===== src/rtl/vm1_mem_bridge.sv =====
// Q-BUS slave bridge: turns each 1801VM1 data phase into one req/ack memory transaction,
// returns read data and paces bus_rply with a minimum wait-state count.
module vm1_mem_bridge #(
  parameter logic [15:0] IO_BASE     = 16'o177000,
  parameter logic [15:0] ROM_BASE    = 16'o100000,
  parameter int unsigned WAIT_STATES = 3
) (
  input  logic        clk,
  input  logic        reset_n,
  input  logic [15:0] bus_addr,
  input  logic [15:0] bus_dout,
  input  logic        bus_sync,
  input  logic        bus_din_stb,
  input  logic        bus_dout_stb,
  input  logic [1:0]  bus_wtbt,
  output logic [15:0] bus_din,
  output logic        bus_rply,
  output logic        mem_req,
  output logic        mem_we,
  output logic [14:0] mem_addr,
  output logic [15:0] mem_wdata,
  output logic [1:0]  mem_be,
  input  logic        mem_ack,
  input  logic [15:0] mem_rdata
);

  typedef enum logic [2:0] {IDLE, RD_REQ, WR_REQ, WR_SKIP, REPLY, DRAIN} state_t;

  localparam logic [3:0] WAIT_INIT = 4'(WAIT_STATES);

  state_t      state_q, state_d;
  logic        din_stb_q, dout_stb_q;
  logic [3:0]  wait_q, wait_d;
  logic        rply_q, rply_d;
  logic [15:0] din_q, din_d;
  logic        mem_req_q, mem_req_d;
  logic        mem_we_q, mem_we_d;
  logic [14:0] mem_addr_q, mem_addr_d;
  logic [15:0] mem_wdata_q, mem_wdata_d;
  logic [1:0]  mem_be_q, mem_be_d;

  logic rd_rise, wr_rise, mapped, accept_rd, accept_wr, active_stb;

  assign rd_rise   = bus_din_stb & ~din_stb_q;
  assign wr_rise   = bus_dout_stb & ~dout_stb_q;
  assign mapped    = bus_sync && (bus_addr < IO_BASE);
  assign accept_rd = (state_q == IDLE) && mapped && rd_rise;
  // A simultaneous read and write edge resolves to the read.
  assign accept_wr = (state_q == IDLE) && mapped && wr_rise && !rd_rise;
  // mem_we is registered for every accepted write, including ROM writes that skip memory.
  assign active_stb = mem_we_q ? bus_dout_stb : bus_din_stb;

  always_ff @(posedge clk or negedge reset_n) begin
    if (!reset_n) begin
      state_q <= IDLE;
    end else begin
      state_q <= state_d;
    end
  end

  always_comb begin
    state_d = state_q;
    case (state_q)
      IDLE: begin
        if (accept_rd)      state_d = RD_REQ;
        else if (accept_wr) state_d = (bus_addr >= ROM_BASE) ? WR_SKIP : WR_REQ;
      end
      RD_REQ, WR_REQ: begin
        // An ack coinciding with the abort completes the request, so nothing is left to drain.
        if (mem_ack)        state_d = bus_sync ? REPLY : IDLE;
        else if (!bus_sync) state_d = DRAIN;
      end
      WR_SKIP: state_d = REPLY;
      REPLY:   if (!active_stb || !bus_sync) state_d = IDLE;
      DRAIN:   if (mem_ack) state_d = IDLE;
      default: state_d = IDLE;
    endcase
  end

  always_comb begin
    wait_d      = (wait_q != 4'd0) ? wait_q - 4'd1 : 4'd0;
    rply_d      = 1'b0;
    din_d       = din_q;
    mem_req_d   = mem_req_q;
    mem_we_d    = mem_we_q;
    mem_addr_d  = mem_addr_q;
    mem_wdata_d = mem_wdata_q;
    mem_be_d    = mem_be_q;
    if (accept_rd) begin
      wait_d     = WAIT_INIT;
      mem_req_d  = 1'b1;
      mem_we_d   = 1'b0;
      mem_addr_d = bus_addr[15:1];
      mem_be_d   = 2'b11;
    end else if (accept_wr) begin
      wait_d      = WAIT_INIT;
      mem_req_d   = (bus_addr < ROM_BASE);
      mem_we_d    = 1'b1;
      mem_addr_d  = bus_addr[15:1];
      mem_wdata_d = bus_dout;
      mem_be_d    = bus_wtbt;
    end
    if (mem_req_q && mem_ack) mem_req_d = 1'b0;
    if ((state_q == RD_REQ) && mem_ack && bus_sync) din_d = mem_rdata;
    // Looking at wait_d lets the reply land exactly WAIT_STATES clocks after acceptance.
    if ((state_q == REPLY) && active_stb && bus_sync && (wait_d == 4'd0)) rply_d = 1'b1;
  end

  always_ff @(posedge clk or negedge reset_n) begin
    if (!reset_n) begin
      din_stb_q   <= 1'b0;
      dout_stb_q  <= 1'b0;
      wait_q      <= 4'd0;
      rply_q      <= 1'b0;
      din_q       <= 16'h0000;
      mem_req_q   <= 1'b0;
      mem_we_q    <= 1'b0;
      mem_addr_q  <= 15'd0;
      mem_wdata_q <= 16'h0000;
      mem_be_q    <= 2'b00;
    end else begin
      din_stb_q   <= bus_din_stb;
      dout_stb_q  <= bus_dout_stb;
      wait_q      <= wait_d;
      rply_q      <= rply_d;
      din_q       <= din_d;
      mem_req_q   <= mem_req_d;
      mem_we_q    <= mem_we_d;
      mem_addr_q  <= mem_addr_d;
      mem_wdata_q <= mem_wdata_d;
      mem_be_q    <= mem_be_d;
    end
  end

  assign bus_din   = din_q;
  assign bus_rply  = rply_q;
  assign mem_req   = mem_req_q;
  assign mem_we    = mem_we_q;
  assign mem_addr  = mem_addr_q;
  assign mem_wdata = mem_wdata_q;
  assign mem_be    = mem_be_q;

endmodule


===== config.mk =====
export PLATFORM = sky130hd
export DESIGN_NAME = vm1_mem_bridge
export DESIGN_NICKNAME = d
export VERILOG_FILES = /design/src/rtl/vm1_mem_bridge.sv
export SDC_FILE = /design/constraint.sdc
export NUM_CORES = 1
export LEC_CHECK = 0
export ABC_AREA = 1
export CAP_MARGIN = 40
export CELL_PAD_IN_SITES_DETAIL_PLACEMENT = 1
export CELL_PAD_IN_SITES_GLOBAL_PLACEMENT = 2
export CORE_AREA = 2 2 107 109
export DETAILED_ROUTE_END_ITERATION = 10
export DIE_AREA = 0 0 109 111
export PLACE_DENSITY_LB_ADDON = 0.1
export SLEW_MARGIN = 25
export SYNTH_ARGS = -nofsm -noshare
export SYNTH_HDL_FRONTEND = slang
export SYNTH_SLANG_ARGS = --single-unit

===== constraint.sdc =====
create_clock -name clk -period 1.6 [get_ports clk]
set_input_delay 0.16 -clock clk [delete_from_list [all_inputs] [get_ports clk]]
set_output_delay 0.16 -clock clk [all_outputs]
set_load 0.005 [all_outputs]

# [Word level (Yosys, flattened, before mapping)]
# Cells that the tools add are included.
# Widths: inputs -> output; s select.
[op_classes] addsub=1 n_lt_le_gt_ge=3 eq_ne=9 mux=23 bitwise=5 reduce_logical=23
[op_table] cell="$lt 16x16->1 const B" n=2
[op_table] cell="$mux 15" n=2
[op_table] cell="$mux 3" n=7
[op_table] cell="$ge 16x16->1 const B" n=1
[op_table] cell="$pmux 3 s5" n=1
[op_table] cell="$mux 4" n=3
[op_table] cell="$logic_and 1x1->1" n=11
[op_table] cell="$mux 1" n=8
[op_table] cell="$eq 3x2->1 const B" n=2
[op_table] cell="$eq 3x3->1 const B" n=2
[op_table] cell="$ne 3x3->1 const B" n=2
[op_table] cell="$logic_not 4->1" n=1
[op_table] cell="$mux 2" n=2
[op_table] cell="$ne 2x2->1 const B" n=2
[op_table] cell="$reduce_and 4->1" n=1
[op_table] cell="$reduce_bool 4->1" n=1
[op_table] cell="$sub 4x1->4 const B" n=1
[op_table] cell="$eq 3x1->1 const B" n=1
[op_table] cell="$logic_not 1->1" n=3
[op_table] cell="$logic_not 3->1" n=1
[op_table] cell="$not 1->1" n=3
[op_table] cell="$reduce_bool 3->1" n=1
[op_table] cell="$and 1x1->1" n=2
[op_table] cell="$reduce_and 2->1" n=1
[op_table] cell="3 further kinds" n=3
[word_totals] regBits=61 input_bits=56 output_inout_bits=52 wordCells=75

# [Longest topological paths before layout]
[depth] ltp_word=10 mapped_depth=9 mapped_depth_nobuf=9

# [Worst setup path before layout]
# OpenSTA, ideal clock, no wires.
[synth_path] path_kind="register -> register" start="reg state_q[0]" end="reg mem_be_q[0] (netlist: mem_be[0])" setup_ns=0.123 arrival_ns=1.222 required_time_ns=1.477 slack_ns=0.255 stages_incl_launch_ff=8 n_path_buf=1 cell_sequence="dfrtp_1 nor2_2 nand2_2 nor2_4 nand3_4 buf_4 nand2_1 nand2_1"
[synth_via] elab_chain_cells=5
[synth_rtl] element="start: declaration" line="31" source="state_t state_q, state_d;"
[synth_rtl] element="start signal: assignment" line="57" source="state_q <= state_d;"
[synth_rtl] element="$logic_not 3->1 (*)" line="47, 49"
[synth_rtl] element="$logic_and 1x1->1 (*)" line="47, 49"
[synth_rtl] element="$logic_and 1x1->1 (2 in series)" line="49" source="assign accept_wr = (state_q == IDLE) && mapped && wr_rise && !rd_rise;"
[synth_rtl] element="$reduce_bool 2->1 (no source line)"
[synth_rtl] element="end signal: assignment" line="131" source="mem_be_q <= mem_be_d;"
[synth_rtl] element="end: declaration" line="40" source="logic [1:0] mem_be_q, mem_be_d;"
# Mark *: on every way between the ends. The rest lies on a longest branch, timed or not.
# A chain may end at the register's enable or synchronous reset.

# [Worst setup path in the final report]
[layout_path] start="reg state_q[2]" end="reg mem_addr_q[8] (netlist: mem_addr[8])"
[layout_via] elab_chain_cells=5
[layout_rtl] element="$logic_not 3->1 (*)" line="47, 49"
[layout_rtl] element="$logic_and 1x1->1 (*)" line="47, 49"
[layout_rtl] element="$logic_and 1x1->1 (2 in series)" line="49"
[layout_rtl] element="$reduce_bool 2->1 (no source line)"
[layout_rtl] element="end signal: assignment" line="129" source="mem_addr_q <= mem_addr_d;"
[layout_rtl] element="end: declaration" line="38" source="logic [14:0] mem_addr_q, mem_addr_d;"
# Marked as above.

==> out/qor.txt <==
WP data arrival - 1.67 ns
IR drop worst, VDD - 0.598 mV
Sw Ratio - 29.1%
Skew final - 0.00570 ns
P per Cell Area - 1730 nW/µm²
H-tree depth - 3
Layout cells sized above 1 - 20.4%
Min-Delay Path Class - input port to async pin
Tmin final - 1.46 ns
# IOs - 108
Largest delay contributor family on the critical path - flip-flops
Antenna Cells - 0
Ys Warns - 0
Synth Cell Area - 2670 µm²
Clock Path Buffers - 2
Crit path buffers/inverters - 2
Max stage delay on crit path - 0.41 ns
Vias in the first global route - 2,440
GR Overflow Total - 0
Worst setup SP type - flop
# fillers - 1,246
Initial antenna violation count - 0
Maximum clock rate - 683 MHz
# setup viols final - 0
RSZ-0062 raised after global routing - no
Die area - 12,100 µm²
Cell Int Power - 5420 µW
Residual DRC count - 0
Core Box Area - 11,100 µm²
Sw power - 2220 µW
WHS - 0.308 ns
Largest net degree at the start of global routing - 26
Cell Chain, Critical Path - inv_1, nand2_2, nor2_4, o211ai_4, buf_4, nand2_1, o21ai_2
Clk root buf - clkbuf_16
Post-synthesis cell type count - 26
Routed WL - 7090 µm
Vias per cell - 4.08
Avg WL per Cell - 13.0 µm
Status - complete, no violations
DR vias - 2,219
Row Count - 39
Gate power share - 39.9%
Register area - 1530 µm²
Total track usage - 12.5%
Synth top area cells - dfrtp_1 (57%), nand2_1 (13%), o21ai_2 (5.9%)
Final Cycle Share - 91.5%
Setup bufs post-CTS - 0
#FFs+latches synth - 61
Hold Vio Cnt, Final - 0
Synth cell count leaders - nand2_1 (94), dfrtp_1 (61), inv_1 (29)
Worst-path clk slew - 0.05 ns
PortBufs - 106
CTS tree - done
Count leader, synth - nand2_1
Syn_area_per_cell - 10.2 µm²
Worst-path fanout max - 10
Fin Setup TNS - 0 ns
Final Max Slew Viols - 0
DR pass1 iterations - 4
Worst slew pin tran - 0.415 ns
Slowest cell on crit path - dfrtp_1
Synth top area share - 57.1%
Ys flop type - dfrtp_1
Die height - 111 µm
Clock sinks - 61
Sequential area share after synthesis - 57.1%
GPL Wtd Cong - 0.764
Die width - 109 µm
Critical Path RT - 1.81 ns
Worst-Skew Late Latency - 0.32 ns
Post-synth EDFFs - 0
Fin nets - 453
Syn nets - 319
Drt initial violations - 58
Inserted Clock Buffers - 9
Async SR Flop Fraction - 100%
Crit path kind - flop to flop
Post-detail-place hpwl - 5300 µm
Crit end category - flop
Cells after Synth - 263
Starting density of the core - 24.1%
Max-cap violations - 0
Seq pwr share - 34.6%
Detail Route Antenna Nets - 0
Clock power frac - 25.6%
Multi-input gate area - 985 µm²
Max_slew headroom - 72.4%
Leak - 0.00211 µW
Area leader, netlist - dfrtp_1
Area growth, synth to finish - 64.9%
Global-route wire length before repair - 11,700 µm
## final timing paths
check | cells past startpoint | endpoint | start | slack, ns
max | 7 | mem_addr[8]$_DFFE_PN0P_ | state_q[2]$_DFFE_PN0P_ | 0.14
min | 2 | mem_addr[2]$_DFFE_PN0P_ | reset_n | 0.31
max reg2reg | 7 | mem_addr[8]$_DFFE_PN0P_ | state_q[2]$_DFFE_PN0P_ | 0.14
min reg2reg | 2 | mem_addr[12]$_DFFE_PN0P_ | mem_addr[12]$_DFFE_PN0P_ | 0.48
max in group asynchronous | 3 | mem_wdata[2]$_DFFE_PN0P_ | reset_n | 0.81
min in group clk | 1 | din_stb_q$_DFF_PN0_ | bus_din_stb | 0.31
## sequential cells by signal, indices dropped and copies added, names as in the netlist
register / count
wait_q: 4
state_q: 3
mem_we: 1
mem_req: 1
bus_din: 16
din_stb_q: 1
dout_stb_q: 1
mem_addr: 15
mem_be: 2
mem_wdata: 16
bus_rply: 1
## layer usage
layer / share of wire (%) / vias to the layer above / GRT usage (%)
met5: 0 / - / 0
met4: 1.3 / 0 / 3.85
met3: 6.3 / 8 / 4.12
met2: 49 / 54 / 20.2
met1: 44 / 1061 / 15.7
li1: - / 1096 / -
## worst register-to-register path, stage by stage (launching register included)
cell,delay (ns)
dfrtp_1,0.41
inv_1,0.14
nand2_2,0.09
nor2_4,0.22
o211ai_4,0.16
buf_4,0.22
nand2_1,0.08
o21ai_2,0.05
## final cells by class
cell class                      count  share of cell area, %
Multi-Input combinational cell    165                   22.3
Clock buffer                       12                   5.82
Tap cell                          143                   4.06
Clock inverter                      3                   1.02
Sequential cell                    61                   34.6
Timing Repair Buffer              129                   29.4
Inverter                           31                   2.75
## stage by stage
step                      cell area, µm²  util [%]  cells  setup WS (ns)  total power, µW
after floorplan                     2670         -    263          0.255             3910
after global placement              4070      36.7    527         -0.116             5680
after detailed placement            4070      36.7    527         -0.118             5750
after CTS                           4380      39.6    543         0.0935             7780
after global routing                4410      39.8    544        0.00301             8230
final                               4410      39.8    544          0.136             7640
## timing repair
action                                 CTS  global route
setup endpoints to repair                0             7
resized for setup                        0             3
endpoints found under the hold margin   13             0
hold buffers                             1             0
## cell families after synthesis
family	synth area share (%)
compound gates	8.29
flops	57.1
simple gates	19.6
buf+inv	6.88
mux	8.15
## layout by cell type, fill, tap and decap left out
cell and count:
a21oi_1 3, buf_12 5, buf_2 1, buf_4 17
bufinv_16 1, clkbuf_1 1, clkbuf_16 9, clkbuf_8 2
clkdlybuf4s50_1 105, clkinvlp_4 2, dfrtp_1 61, dlygate4sd3_1 1
inv_1 29, inv_2 1, inv_6 1, mux2_2 6
mux2_4 10, nand2_1 94, nand2_2 1, nand3_1 6
nand3_2 1, nand3_4 1, nand3b_1 1, nand4_1 1
nand4_4 1, nor2_1 10, nor2_4 3, nor3_1 2
o211ai_2 1, o211ai_4 1, o21ai_0 4, o21ai_2 18
o21bai_1 1
## power groups by stage
stage                     combinational (µW)  clock, µW  sequential (µW)
after floorplan                         1220          0             2690
after global placement                  3050          0             2630
after detailed placement                3090          0             2660
after CTS                               3110       2030             2650
after global routing                    3380       2110             2740
final                                   3050       1950             2640
(Power assumes the default switching activity.)
